### src/rtl/tpu_host_bridge.sv
// Host-side initiator for the 4x4 systolic TPU: loads operand buffers A/B from a
// word stream, kicks the TPU, waits for it to finish, then streams buffer C back.
module tpu_host_bridge #(
  parameter int IDX_W = 16
) (
  input  logic             clk,
  input  logic             rst_n,
  input  logic             cfg_valid,
  output logic             cfg_ready,
  input  logic [7:0]       cfg_k,
  input  logic [7:0]       cfg_m,
  input  logic [7:0]       cfg_n,
  output logic             cfg_err,
  input  logic             wr_valid,
  output logic             wr_ready,
  input  logic [31:0]      wr_data,
  output logic             res_valid,
  input  logic             res_ready,
  output logic [127:0]     res_data,
  output logic             res_last,
  output logic             done,
  output logic             buf_own,
  output logic             A_wr_en,
  output logic [IDX_W-1:0] A_index,
  output logic [31:0]      A_data_in,
  output logic             B_wr_en,
  output logic [IDX_W-1:0] B_index,
  output logic [31:0]      B_data_in,
  output logic [IDX_W-1:0] C_index,
  input  logic [127:0]     C_data_out,
  output logic             tpu_in_valid,
  output logic [7:0]       tpu_K,
  output logic [7:0]       tpu_M,
  output logic [7:0]       tpu_N,
  input  logic             tpu_busy
);

  localparam logic [3:0] IDLE     = 4'd0;
  localparam logic [3:0] LOAD_A   = 4'd1;
  localparam logic [3:0] LOAD_B   = 4'd2;
  localparam logic [3:0] START    = 4'd3;
  localparam logic [3:0] WAIT_HI  = 4'd4;
  localparam logic [3:0] WAIT_LO  = 4'd5;
  localparam logic [3:0] RD_ISSUE = 4'd6;
  localparam logic [3:0] RD_CAP   = 4'd7;
  localparam logic [3:0] RD_HOLD  = 4'd8;
  localparam logic [3:0] DONE     = 4'd9;

  localparam logic [IDX_W-1:0] ONE = IDX_W'(1);

  // outer * ceil(dim/4): number of packed words covering one operand matrix
  function automatic logic [IDX_W-1:0] tile_words(input logic [7:0] outer,
                                                  input logic [7:0] dim);
    logic [15:0] tiles;
    logic [15:0] prod;
    tiles = {10'd0, dim[7:2]} + {15'd0, |dim[1:0]};
    prod  = {8'd0, outer} * tiles;
    return IDX_W'(prod);
  endfunction

  logic [3:0]       state;
  logic [7:0]       k_q, m_q, n_q;
  logic [IDX_W-1:0] na, nb, nc;
  logic [IDX_W-1:0] a_idx, b_idx, rd_cnt;
  logic             cfg_zero;

  assign cfg_zero     = (cfg_k == 8'd0) || (cfg_m == 8'd0) || (cfg_n == 8'd0);

  assign cfg_ready    = (state == IDLE);
  assign wr_ready     = (state == LOAD_A) || (state == LOAD_B);
  assign A_wr_en      = (state == LOAD_A) && wr_valid;
  assign B_wr_en      = (state == LOAD_B) && wr_valid;
  assign A_index      = a_idx;
  assign B_index      = b_idx;
  assign A_data_in    = wr_data;
  assign B_data_in    = wr_data;
  assign C_index      = rd_cnt;
  assign tpu_in_valid = (state == START);
  assign tpu_K        = k_q;
  assign tpu_M        = m_q;
  assign tpu_N        = n_q;
  assign buf_own      = !((state == START) || (state == WAIT_HI) || (state == WAIT_LO));
  assign done         = (state == DONE);

  always_ff @(posedge clk or negedge rst_n) begin
    if (!rst_n) begin
      state     <= IDLE;
      k_q       <= '0;
      m_q       <= '0;
      n_q       <= '0;
      na        <= '0;
      nb        <= '0;
      nc        <= '0;
      a_idx     <= '0;
      b_idx     <= '0;
      rd_cnt    <= '0;
      res_data  <= '0;
      res_valid <= 1'b0;
      res_last  <= 1'b0;
      cfg_err   <= 1'b0;
    end else begin
      cfg_err <= 1'b0;
      case (state)
        IDLE: begin
          if (cfg_valid) begin
            if (cfg_zero) begin
              cfg_err <= 1'b1;
            end else begin
              k_q    <= cfg_k;
              m_q    <= cfg_m;
              n_q    <= cfg_n;
              na     <= tile_words(cfg_k, cfg_m);
              nb     <= tile_words(cfg_k, cfg_n);
              nc     <= tile_words(cfg_m, cfg_n);
              a_idx  <= '0;
              b_idx  <= '0;
              rd_cnt <= '0;
              state  <= LOAD_A;
            end
          end
        end
        LOAD_A: begin
          if (wr_valid) begin
            a_idx <= a_idx + ONE;
            if (a_idx == na - ONE) state <= LOAD_B;
          end
        end
        LOAD_B: begin
          if (wr_valid) begin
            b_idx <= b_idx + ONE;
            if (b_idx == nb - ONE) state <= START;
          end
        end
        START:   state <= WAIT_HI;
        WAIT_HI: if (tpu_busy)  state <= WAIT_LO;
        WAIT_LO: if (!tpu_busy) state <= RD_ISSUE;
        // C read: index presented in ISSUE, buffer output captured in CAP
        RD_ISSUE: state <= RD_CAP;
        RD_CAP: begin
          res_data  <= C_data_out;
          res_valid <= 1'b1;
          res_last  <= (rd_cnt == nc - ONE);
          state     <= RD_HOLD;
        end
        RD_HOLD: begin
          if (res_ready) begin
            res_valid <= 1'b0;
            res_last  <= 1'b0;
            rd_cnt    <= rd_cnt + ONE;
            state     <= res_last ? DONE : RD_ISSUE;
          end
        end
        DONE: begin
          a_idx  <= '0;
          b_idx  <= '0;
          rd_cnt <= '0;
          state  <= IDLE;
        end
        default: state <= IDLE;
      endcase
    end
  end

endmodule

### config.mk
export PLATFORM = sky130hd
export DESIGN_NAME = tpu_host_bridge
export DESIGN_NICKNAME = d
export VERILOG_FILES = /design/src/rtl/tpu_host_bridge.sv
export SDC_FILE = /design/constraint.sdc
export NUM_CORES = 1
export LEC_CHECK = 0
export CORE_UTILIZATION = 40
export DETAILED_ROUTE_END_ITERATION = 12
export GPL_ROUTABILITY_DRIVEN = 0
export PLACE_DENSITY = 0.68
export SYNTH_ARGS = -nofsm -noshare
export SYNTH_HDL_FRONTEND = slang
export SYNTH_SLANG_ARGS = --single-unit
### constraint.sdc
create_clock -name clk -period 3.9 [get_ports clk]
set_clock_uncertainty 0.2 [all_clocks]
set_input_delay 1.17 -clock clk [delete_from_list [all_inputs] [get_ports clk]]
set_output_delay 1.17 -clock clk [all_outputs]
set_load 0.005 [all_outputs]
==> results.md <==
- Synth Area in Simple Gates: 17.5%
- Critical path cell sequence: buf_6 > or2_4 > ha_4 > ha_4 > nand3_4 > xnor2_4 > buf_4 > and2_4 > fa_1 > fa_1 > fa_1 > inv_2 > fa_2 > inv_2 > ha_4 > nor3_1 > nor2_1 > o41a_1 > a21oi_2 > a21oi_2 > or4b_1 > nand3_1
- TritonCTS buffer count: 30
- Worst flop-to-flop path startpoint: na[0]$_DFFE_PN0P_
- I/O Buffers: 367
- Largest family of logic cells by synthesized area: adder cells
- Mapped Cells: 1754
- Vias in the first global route: 14876
- Largest net degree at the start of global routing: 81
- Worst setup EP type: register
- Top_reg_cell synth: dfrtp_1
- Number of antenna violations at the first check in global routing: 3
- Dpl cells: 2723
- Die W: 212 um
- Root Driver: clkbuf_16
- Worst R2R End: state[3]$_DFFE_PN0P_
- Antenna viol nets, final: 0
- Critical path launch point: cfg_n[0]
- WL final: 53.7 mm
- DRC violations left: 0
- Crit path DAT: 6020 ps
- CP max-delay cell: fa_2
- Count of cell types in the netlist: 71
- Fin Hold WS: 275 ps
- Fin crit share: 146%
- Clock slew at reported path FFs: 60 ps
- Status: finished, violations left
- Hold Vio Cnt, Final: 0
- Vias: 14425
- Max_cap viols: 0
- Max stage delay on crit path: 560 ps
- Fin area: 25100 um2
- Layout Cells excl Fill: 2813
- Post-Syn Nets: 2144
- CTS tree: built
- Maximum fanout along the worst path: 4
- Maximum vdd drop: 0.426 mV
- Layout cells sized above 1: 24.6%
- Unrepaired setup endpoints after global routing: yes
- Data required time of the worst path: 4220 ps
- Synth Area per Inst: 10.0 um2
- Reg-to-reg slack, setup: 650 ps
- Post-Synth Adder-Cell Area: 17.9%
- Total gr overflow: 0
- Global Route Usage Sum: 23.5%
- Synth async-reset ratio: 100%
- CP endpoint: nb[15]$_DFFE_PN0P_
- Via density: 5.13
- Final worst setup slack: -1800 ps
- Failing checks: negative setup slack
- Register area share after synthesis: 36.0%
- First DRT Iteration DRCs: 778
- Tmin final: 5700 ps
- Synth warn: 0
- Die footprint: 44900 um2
- Post-synthesis mux area share: 8.85%
- Area grow syn2layout: 42.5%
- Post-place instance area: 22800 um2
- Top-Level Pins: 464
- EDFF count, synth: 0
- Initial Util: 40.7%
- Critical path startpoint category: input port
- Hold Path Depth: 2
- Hold buffers post-CTS: 0
- Setup-failing EPs final: 34
- PD cells: 673 nW/um2
- First-pass GRT wire length: 83.2 mm
- Hold Crit Class: reg2reg
- Die Ht: 212 um
- CTS sink cnt: 253
- Overall Power: 16.9 mW
- Skew-Pair Late Insertion Delay: 600 ps
- Num rows: 76
- DP Wirelength: 40.7 mm
- Number of synthesized register bits: 253
- Compound-Gate Fraction of Synth Area: 7.22%
- Rel. slew slack: 29.1%
- Slew @ Worst Pin: 1060 ps
- H-tree depth: 1
- Register-to-Register Path Depth: 10
- Fmax: 0.176 GHz
- Deepest clock path buffer count: 3
- Core Area: 43300 um2
- Final Slew Violations: 0
- Lkg Pwr: 11.2 nW
- Synthesized area: 17600 um2
- DR pass1 iterations: 5
- Crit path kind: in2reg
- DR WL/cell: 19.1 um
- N_diodes: 0
- XOR/XNOR share of the synthesized area: 6.17%
- NumNets Final: 2594
## sequential cells by signal (all words and copies together), names as in the netlist
name and flops:
res_last 1, tpu_M 8, state 4, nc 15, cfg_err 1, tpu_N 8
res_data 128, nb 16, na 15, B_index 16, A_index 16, tpu_K 8
res_valid 1, C_index 16
## cell families after synthesis
| kind of cell | Yosys count |
|---|---|
| fa+ha+maj | 200 |
| mux | 138 |
| xor+xnor | 124 |
| compound gates | 206 |
| buf+inv | 227 |
| simple gates | 606 |
| flops | 253 |
## routing by layer
layer  wire (um)  share of wire (%)  GRT usage, %  up-vias
met5          51              0.095             0        -
met4        1480                2.8          6.47        6
met3        3750                7.0          6.19       84
met2       25900                 48          39.9      454
met1       22500                 42          29.4     7106
li1            -                  -             -     6775
## final cells by class
type	count	area, um2
inverter	89	339
timing repair buffer	556	5290
sequential	253	6330
tap	585	732
clock buffer	36	813
multi-input combinational	1274	11200
fill	3602	18200
clock inverter	20	349
## cells in the mapped netlist, drive strengths merged (9+ instances only)
cell / n / share of area (%)
nor3: 30 / 0.85
dfrtp: 253 / 36
xnor2: 73 / 3.6
a31oi: 9 / 0.32
nand2: 216 / 4.6
and3: 11 / 0.39
fa: 87 / 9.9
or4: 12 / 0.51
nand4: 19 / 0.71
and2: 110 / 3.9
a21o: 15 / 0.64
buf: 82 / 3.2
nor2: 70 / 1.5
o31ai: 9 / 0.44
ha: 113 / 8.0
nor4: 14 / 0.57
nand3: 32 / 0.91
xor2: 51 / 2.5
a21oi: 54 / 1.6
or3: 23 / 0.82
mux2: 131 / 8.4
nand2b: 10 / 0.36
o21ai: 75 / 2.1
inv: 89 / 1.9
nor2b: 31 / 1.1
clkbuf: 56 / 1.2
## through the flow
step	worst slack (ps)	setup TNS (ps)	utilization (%)
finish	-1800	-40570	58.0
global route	-1910	-44770	58.0
CTS	-1770	-40820	57.3
detailed placement	-2820	-115890	52.8
global placement	-2720	-113040	52.8
floorplan	-2240	-50470	-
## power by group
group / internal [mW] / switching [mW] / total, mW
Combinational: 5.06 / 4.00 / 9.05
Sequential: 3.70 / 0.878 / 4.58
Clock: 2.03 / 1.22 / 3.25
Total: 10.8 / 6.09 / 16.9
## cells in the final DEF, fill, tap and decap left out, types with 7 or more instances in the layout
cell / instances
o21ai_0: 35
dfrtp_1: 251
or3_1: 21
o21ai_1: 36
nand2_1: 204
nand2b_1: 9
fa_1: 85
nor2_1: 64
nand2_2: 11
buf_6: 31
and2_1: 95
nor2b_1: 27
a21o_1: 15
buf_4: 154
nand4_1: 18
nand3_1: 27
a21oi_2: 19
ha_4: 33
nor3_1: 29
and3_1: 11
a21oi_1: 30
xnor2_1: 62
bufinv_16: 8
dlygate4sd2_1: 7
inv_2: 16
xnor2_2: 8
buf_12: 7
xor2_1: 44
inv_1: 71
and2_4: 15
mux2_2: 130
clkdlybuf4s50_1: 349
clkbuf_16: 30
a31oi_1: 9
nor4_1: 12
ha_1: 80
or4_1: 12
## worst max-delay path: cells and delay by family
kind | cells | cell delay [ps]
compound gates | 3 | 400
xor+xnor | 1 | 150
fa+ha+maj | 7 | 2550
buf+inv | 4 | 350
simple gates | 7 | 1360
## worst min-delay path by stage
stage / from / endpoint / slack (ps)
final: tpu_N[3]$_DFFE_PN0P_ / tpu_N[3]$_DFFE_PN0P_ / 280
after global routing: tpu_K[6]$_DFFE_PN0P_ / tpu_K[6]$_DFFE_PN0P_ / 300
after CTS: tpu_N[1]$_DFFE_PN0P_ / tpu_N[1]$_DFFE_PN0P_ / 280
after detailed placement: tpu_N[1]$_DFFE_PN0P_ / tpu_N[1]$_DFFE_PN0P_ / 260
after global placement: tpu_N[2]$_DFFE_PN0P_ / tpu_N[2]$_DFFE_PN0P_ / 260
after floorplan: res_valid$_DFFE_PN0P_ / res_valid$_DFFE_PN0P_ / 270
## timing repair
action,in CTS,in global routing
pin swaps,119,82
gates cloned,1,0
setup endpoints to repair,42,58
setup buffers,22,17
resized for setup,174,52
No activity file was read; power rests on OpenSTA's default activity.
